[src/rtl/poly_eval_arbiter_pkg.sv]
// Shared types and constants for the two-requester quadratic evaluator.
// Holds the FSM state encoding, the ALU op codes, the operand select codes and the default width.
package poly_eval_arbiter_pkg;

  localparam int POLY_W = 8;

  localparam logic [2:0] ST_IDLE = 3'd0;
  localparam logic [2:0] ST_MUL0 = 3'd1;
  localparam logic [2:0] ST_ADD0 = 3'd2;
  localparam logic [2:0] ST_MUL1 = 3'd3;
  localparam logic [2:0] ST_ADD1 = 3'd4;
  localparam logic [2:0] ST_RESP = 3'd5;

  typedef enum logic [2:0] {
    S_IDLE = ST_IDLE,
    S_MUL0 = ST_MUL0,
    S_ADD0 = ST_ADD0,
    S_MUL1 = ST_MUL1,
    S_ADD1 = ST_ADD1,
    S_RESP = ST_RESP
  } state_t;

  typedef enum logic {
    OP_ADD = 1'b0,
    OP_MUL = 1'b1
  } alu_op_t;

  // Operand register indices, also used as the right-hand ALU source select.
  localparam logic [1:0] SRC_A = 2'd0;
  localparam logic [1:0] SRC_B = 2'd1;
  localparam logic [1:0] SRC_C = 2'd2;
  localparam logic [1:0] SRC_X = 2'd3;

endpackage

[src/rtl/poly_eval_arbiter_if.sv]
// Request/response bundle between the requesters/consumer (master) and the evaluator (slave).
interface poly_eval_arbiter_if
  import poly_eval_arbiter_pkg::*;
#(
  parameter int W = POLY_W
);
  logic [1:0]   req_valid;
  logic [1:0]   req_ready;
  logic [W-1:0] req0_a, req0_b, req0_c, req0_x;
  logic [W-1:0] req1_a, req1_b, req1_c, req1_x;
  logic         rsp_valid;
  logic         rsp_ready;
  logic         rsp_id;
  logic [W-1:0] rsp_data;
  logic         busy;

  modport master (
    output req_valid, req0_a, req0_b, req0_c, req0_x,
           req1_a, req1_b, req1_c, req1_x, rsp_ready,
    input  req_ready, rsp_valid, rsp_id, rsp_data, busy
  );

  modport slave (
    input  req_valid, req0_a, req0_b, req0_c, req0_x,
           req1_a, req1_b, req1_c, req1_x, rsp_ready,
    output req_ready, rsp_valid, rsp_id, rsp_data, busy
  );
endinterface

[src/rtl/poly_eval_arbiter_datapath.sv]
// Operand registers, accumulator and one-operator ALU used for the Horner steps.
// Each step truncates to W bits, so the final value is exact modulo 2^W.
module horner_datapath
  import poly_eval_arbiter_pkg::*;
#(
  parameter int W = POLY_W
) (
  input  logic               clk,
  input  logic               resetn,
  input  logic               ld_ops,
  input  logic [3:0][W-1:0]  in_ops,
  input  logic [1:0]         src_sel,
  input  alu_op_t            op,
  input  logic               ld_acc,
  input  logic               ld_first,
  output logic [W-1:0]       acc
);
  logic [3:0][W-1:0] ops;
  logic [W-1:0]      acc_reg;
  logic [W-1:0]      acc_next;
  logic [W-1:0]      lhs;
  logic [W-1:0]      rhs;

  generate
    for (genvar gi = 0; gi < 4; gi++) begin : g_ops
      logic [W-1:0] q_reg;
      always_ff @(posedge clk) begin
        if (!resetn) begin
          q_reg <= '0;
        end else if (ld_ops) begin
          q_reg <= in_ops[gi];
        end
      end
      assign ops[gi] = q_reg;
    end
  endgenerate

  // The first multiply starts from operand a rather than the accumulator.
  assign lhs      = ld_first ? ops[SRC_A] : acc_reg;
  assign rhs      = ops[src_sel];
  assign acc_next = (op == OP_MUL) ? lhs * rhs : lhs + rhs;

  always_ff @(posedge clk) begin
    if (!resetn) begin
      acc_reg <= '0;
    end else if (ld_acc) begin
      acc_reg <= acc_next;
    end
  end

  assign acc = acc_reg;

endmodule

[src/rtl/poly_eval_arbiter.sv]
// Round-robin front end and step sequencer for y = A*x^2 + B*x + C on one shared ALU.
// Accepts one request in IDLE, runs four Horner steps, then holds the result until taken.
module poly_eval_arbiter
  import poly_eval_arbiter_pkg::*;
#(
  parameter int W = POLY_W
) (
  input  logic               clk,
  input  logic               resetn,
  poly_eval_arbiter_if.slave bus
);
  state_t            state_reg;
  logic              last_grant_reg;
  logic              id_reg;
  logic              rsp_valid_reg;
  logic              busy_reg;
  logic              grant;
  logic              accept;
  logic              ld_acc;
  logic              ld_first;
  logic [1:0]        src_sel;
  alu_op_t           op;
  logic [3:0][W-1:0] req_ops;
  logic [W-1:0]      acc;

  // A lone requester always wins; a tie goes to whoever did not win last.
  always_comb begin
    grant = bus.req_valid[1];
    if (&bus.req_valid) begin
      grant = ~last_grant_reg;
    end
  end

  assign accept = (state_reg == S_IDLE) && (|bus.req_valid);

  generate
    for (genvar gi = 0; gi < 2; gi++) begin : g_ready
      assign bus.req_ready[gi] = accept && (grant == 1'(gi));
    end
  endgenerate

  assign req_ops[SRC_A] = grant ? bus.req1_a : bus.req0_a;
  assign req_ops[SRC_B] = grant ? bus.req1_b : bus.req0_b;
  assign req_ops[SRC_C] = grant ? bus.req1_c : bus.req0_c;
  assign req_ops[SRC_X] = grant ? bus.req1_x : bus.req0_x;

  always_comb begin
    ld_acc   = 1'b0;
    ld_first = 1'b0;
    src_sel  = SRC_X;
    op       = OP_ADD;
    case (state_reg)
      S_MUL0: begin ld_acc = 1'b1; ld_first = 1'b1; op = OP_MUL; end
      S_ADD0: begin ld_acc = 1'b1; src_sel = SRC_B; end
      S_MUL1: begin ld_acc = 1'b1; op = OP_MUL; end
      S_ADD1: begin ld_acc = 1'b1; src_sel = SRC_C; end
      default: ;
    endcase
  end

  always_ff @(posedge clk) begin
    if (!resetn) begin
      state_reg      <= S_IDLE;
      last_grant_reg <= 1'b1;
      id_reg         <= 1'b0;
      rsp_valid_reg  <= 1'b0;
      busy_reg       <= 1'b0;
    end else begin
      case (state_reg)
        S_IDLE: begin
          if (accept) begin
            state_reg      <= S_MUL0;
            id_reg         <= grant;
            last_grant_reg <= grant;
            busy_reg       <= 1'b1;
          end
        end
        S_MUL0: state_reg <= S_ADD0;
        S_ADD0: state_reg <= S_MUL1;
        S_MUL1: state_reg <= S_ADD1;
        S_ADD1: begin
          state_reg     <= S_RESP;
          rsp_valid_reg <= 1'b1;
        end
        S_RESP: begin
          if (bus.rsp_ready) begin
            state_reg     <= S_IDLE;
            rsp_valid_reg <= 1'b0;
            busy_reg      <= 1'b0;
          end
        end
        default: begin
          state_reg     <= S_IDLE;
          rsp_valid_reg <= 1'b0;
          busy_reg      <= 1'b0;
        end
      endcase
    end
  end

  horner_datapath #(.W(W)) u_datapath (
    .clk      (clk),
    .resetn   (resetn),
    .ld_ops   (accept),
    .in_ops   (req_ops),
    .src_sel  (src_sel),
    .op       (op),
    .ld_acc   (ld_acc),
    .ld_first (ld_first),
    .acc      (acc)
  );

  assign bus.rsp_valid = rsp_valid_reg;
  assign bus.rsp_id    = id_reg;
  assign bus.rsp_data  = acc;
  assign bus.busy      = busy_reg;

endmodule

[src/flat_wrapper.sv]
// flat-port wrapper written by rule: the top's interface ports become plain ports
module poly_eval_arbiter_flat import poly_eval_arbiter_pkg::*;
#(
  parameter int W = POLY_W
)
  (clk, resetn, bus_req_valid, bus_req0_a, bus_req0_b, bus_req0_c, bus_req0_x, bus_req1_a, bus_req1_b, bus_req1_c, bus_req1_x, bus_rsp_ready, bus_req_ready, bus_rsp_valid, bus_rsp_id, bus_rsp_data, bus_busy);
  poly_eval_arbiter_if #(.W(W)) bus_i ();
  input  logic clk;
  input  logic resetn;
  input wire logic [$bits(bus_i.req_valid)-1:0] bus_req_valid;
  input wire logic [$bits(bus_i.req0_a)-1:0] bus_req0_a;
  input wire logic [$bits(bus_i.req0_b)-1:0] bus_req0_b;
  input wire logic [$bits(bus_i.req0_c)-1:0] bus_req0_c;
  input wire logic [$bits(bus_i.req0_x)-1:0] bus_req0_x;
  input wire logic [$bits(bus_i.req1_a)-1:0] bus_req1_a;
  input wire logic [$bits(bus_i.req1_b)-1:0] bus_req1_b;
  input wire logic [$bits(bus_i.req1_c)-1:0] bus_req1_c;
  input wire logic [$bits(bus_i.req1_x)-1:0] bus_req1_x;
  input wire logic [$bits(bus_i.rsp_ready)-1:0] bus_rsp_ready;
  output wire logic [$bits(bus_i.req_ready)-1:0] bus_req_ready;
  output wire logic [$bits(bus_i.rsp_valid)-1:0] bus_rsp_valid;
  output wire logic [$bits(bus_i.rsp_id)-1:0] bus_rsp_id;
  output wire logic [$bits(bus_i.rsp_data)-1:0] bus_rsp_data;
  output wire logic [$bits(bus_i.busy)-1:0] bus_busy;
  assign bus_i.req_valid = bus_req_valid;
  assign bus_i.req0_a = bus_req0_a;
  assign bus_i.req0_b = bus_req0_b;
  assign bus_i.req0_c = bus_req0_c;
  assign bus_i.req0_x = bus_req0_x;
  assign bus_i.req1_a = bus_req1_a;
  assign bus_i.req1_b = bus_req1_b;
  assign bus_i.req1_c = bus_req1_c;
  assign bus_i.req1_x = bus_req1_x;
  assign bus_i.rsp_ready = bus_rsp_ready;
  assign bus_req_ready = bus_i.req_ready;
  assign bus_rsp_valid = bus_i.rsp_valid;
  assign bus_rsp_id = bus_i.rsp_id;
  assign bus_rsp_data = bus_i.rsp_data;
  assign bus_busy = bus_i.busy;
  poly_eval_arbiter #(.W(W)) u_core (.clk(clk), .resetn(resetn), .bus(bus_i));
endmodule
[config.mk]
export PLATFORM = sky130hd
export DESIGN_NAME = poly_eval_arbiter_flat
export DESIGN_NICKNAME = d
export VERILOG_FILES = /design/src/rtl/poly_eval_arbiter_pkg.sv /design/src/rtl/poly_eval_arbiter_if.sv /design/src/rtl/poly_eval_arbiter_datapath.sv /design/src/rtl/poly_eval_arbiter.sv /design/src/flat_wrapper.sv
export SDC_FILE = /design/constraint.sdc
export NUM_CORES = 1
export LEC_CHECK = 0
export CORE_MARGIN = 4
export CORE_UTILIZATION = 55
export CTS_BUF_LIST = sky130_fd_sc_hd__clkbuf_4 sky130_fd_sc_hd__clkbuf_8
export DETAILED_ROUTE_END_ITERATION = 10
export GPL_TIMING_DRIVEN = 1
export PLACE_DENSITY_LB_ADDON = 0.08
export SETUP_SLACK_MARGIN = 0.1
export SLEW_MARGIN = 20
export SYNTH_ARGS = -nofsm -noshare
export SYNTH_HDL_FRONTEND = slang
export SYNTH_SLANG_ARGS = --single-unit
export TNS_END_PERCENT = 20
[constraint.sdc]
create_clock -name clk -period 13.64 [get_ports clk]
set_input_delay 2.728 -clock clk [delete_from_list [all_inputs] [get_ports clk]]
set_output_delay 2.728 -clock clk [all_outputs]
set_load 0.02 [all_outputs]
==> flow_metrics.tcl <==
set metrics [dict create \
    grt_pass1_vias 3049 \
    die_width_um 85.8 \
    ys.flop_type "dfxtp_1" \
    setup_ws_ns 6.41 \
    worst_slew_pin_slew_ns 0.979 \
    seq_area_frac_synth 0.282 \
    synth_warnings 0 \
    clock_sinks 47 \
    synth_compound_area_frac 0.226 \
    cts_hold_buf 0 \
    nNetsFinal 538 \
    synth_top_family_by_area "compound AO/OA/AOI/OAI gates" \
    dp_hpwl_mm 6.72 \
    syn-cell-area_sq_um 3330 \
    drcViolationCount 0 \
    synth.distinct_cells 47 \
    via_count 2963 \
    syn_nets 469 \
    final_common_cell "clkdlybuf4s50_1" \
    async_flop_share 0 \
    drt_pass1_iterations 7 \
    cp_data_required_time_ns 10.91 \
    die-area_sq_um 7370 \
    ir_drop_mv 0.0789 \
    avgViaCountPerCell 5.82 \
    cts_tree "yes" \
    synth-seq-cells 47 \
    die_y_um 85.8 \
    synth-simple-area-share 0.151 \
    path_max_fanout 35 \
    post-place-ws_ns 6.44 \
    rows 28 \
    n_fill_cell 491 \
    initial_core_util 0.566 \
    drv_slew 0 \
    avgSynthCellArea_sq_um 9.15 \
    cp.arrival_ns 4.50 \
    p_per_area_nw_per_um2 126 \
    ctsResizeCount 0 \
    cts.reportedPaths.clkPinSlew_ns 0.09 \
    finClkSkew_ns 0.00972 \
    ant_nets 0 \
    timing.final.crit_share 0.530 \
    core_area_sq_um 5890 \
    path_cells "clkdlybuf4s50_1, nand2_1, and3_1, buf_4, clkdlybuf4s50_1" \
    fmaxAchievable_mhz 138 \
    io_buffers 81 \
    layout-drive-gt1-share 0.0622 \
    synthMuxAreaShare 0.0293 \
    setup-violations-final 0 \
    cp-end-kind "primary output" \
    wl_per_cell_um 17.7 \
    power_uw 537 \
    synth_fa_ha_area_frac 0.164 \
    cts-root-buf "clkbuf_8" \
    status "complete, no violations" \
    area_growth_pct 27.8 \
    cpMaxStageDelayCell "clkdlybuf4s50_1" \
    start_kind "input pin" \
    finalWeightedCongestion 0.908 \
    rsz0062_at_grt "no" \
    wl_mm 9.01 \
    period_needed_ns 7.23 \
    cts_made_buffers 5 \
    largest_register_ffs 32 \
    hold_viol_final 0 \
    antenna_cells 0 \
    critical_path_class "input pin to primary output" \
    crit_family "buffers and inverters" \
    syn_inst 364 \
    slowest_delay_ns 0.68 \
    grt_overflow 0 \
    grt_pass1_wl_mm 14.7 \
    path_buf_inv 3 \
    slew_headroom 0.345 \
    htreeDepth 2 \
    grt_usage 0.250 \
    fin_hold_ws_ns 0.482 \
    io_pins 82 \
    finalSetupTns_ns 0 \
    drt_iter0_drc 275 \
    antenna_found_initial 0 \
    grt_start_max_net_pins 48 \
    clk_latency_ns 0.30 \
    clockBufferDepth 2 \
    power_leakage_uw 0.00180 \
    final_cell_mix "clkdlybuf4s50_1 (81), dfxtp_1 (47), inv_1 (40)" \
    drv_cap 0 \
    synth_edf_count 0 \
    dpl_cell_area_sq_um 4150 \
    worstHoldPathType "register to register" \
    path_common_cell "clkdlybuf4s50_1" \
    synth_xor_area_frac 0.0620 \
    fin_area_sq_um 4260 \
    cts_setup_buffers 0 \
]
## area by class of cell
class | instances | area, sq um | area share
Clock buffer | 7 | 96.3 | 0.0226
Clock inverter | 1 | 7.51 | 0.00176
Inverter | 41 | 154 | 0.0361
Multi-Input combinational cell | 252 | 2120 | 0.497
Sequential cell | 47 | 941 | 0.221
Tap cell | 75 | 93.8 | 0.0220
Timing Repair Buffer | 86 | 848 | 0.199
## where the power goes
group	leakage, uW	switching, uW	internal [uW]
Combinational	0.00136	143	124
Sequential	0.000388	18.3	158
Clock	0.0000505	47.9	46.2
## cells by family (layout without fill, tap and decap cells)
kind of cell | after synthesis | after routing
simple gates | 95 | 95
compound gates | 90 | 90
buf+inv | 65 | 135
flops | 47 | 47
fa+ha+maj | 36 | 36
xor+xnor | 22 | 22
mux | 9 | 9
## worst min-delay path: cells and delay by family, from the launching register on
| family | cells | cell delay, ns |
|---|---|---|
| flops | 1 | 0.32 |
| simple gates | 2 | 0.11 |
## final timing paths
| kind | startpoint | end | slack [ns] | depth (start not counted) |
|---|---|---|---|---|
| setup / recovery | bus_req_valid[0] | bus_req_ready[1] | 6.41 | 5 |
| hold / removal | u_core.last_grant_reg | u_core.last_grant_reg | 0.48 | 2 |
| setup reg to reg | u_core.state_reg[0] | u_core.u_datapath.acc[7] | 8.27 | 19 |
| hold reg to reg | u_core.last_grant_reg | u_core.last_grant_reg | 0.48 | 2 |
## through the flow
step,utilization,instances
6_report,0.723,509
5_1_grt,0.723,509
4_1_cts,0.723,509
3_5_place_dp,0.706,501
3_3_place_gp,0.706,501
2_1_floorplan,-,364
## cell usage after synthesis (2+ instances only)
cell / number / area, sq um
a21o_1: 4 / 30.0
a21oi_1: 12 / 60.1
a222oi_1: 32 / 320
and2_1: 3 / 18.8
and3_1: 2 / 12.5
buf_4: 2 / 15.0
buf_6: 4 / 45.0
clkbuf_1: 17 / 63.8
dfxtp_1: 47 / 941
fa_1: 13 / 260
ha_1: 23 / 288
inv_1: 40 / 150
mux2_2: 2 / 22.5
mux2i_1: 6 / 60.1
nand2_1: 24 / 90.1
nand2b_1: 2 / 12.5
nor2_1: 17 / 63.8
nor2b_1: 39 / 244
o211a_1: 5 / 50.1
o211ai_1: 3 / 22.5
o21ai_0: 12 / 60.1
o22a_1: 9 / 78.8
o22ai_1: 3 / 18.8
xnor2_1: 15 / 131
xor2_1: 6 / 52.6
## per-layer routing
metal  wire length, um  GRT usage
met2              4500      0.434
met5                 0          0
met4               155     0.0691
met3               502     0.0346
met1              3860      0.325
Power figures use the tool's default switching activity.
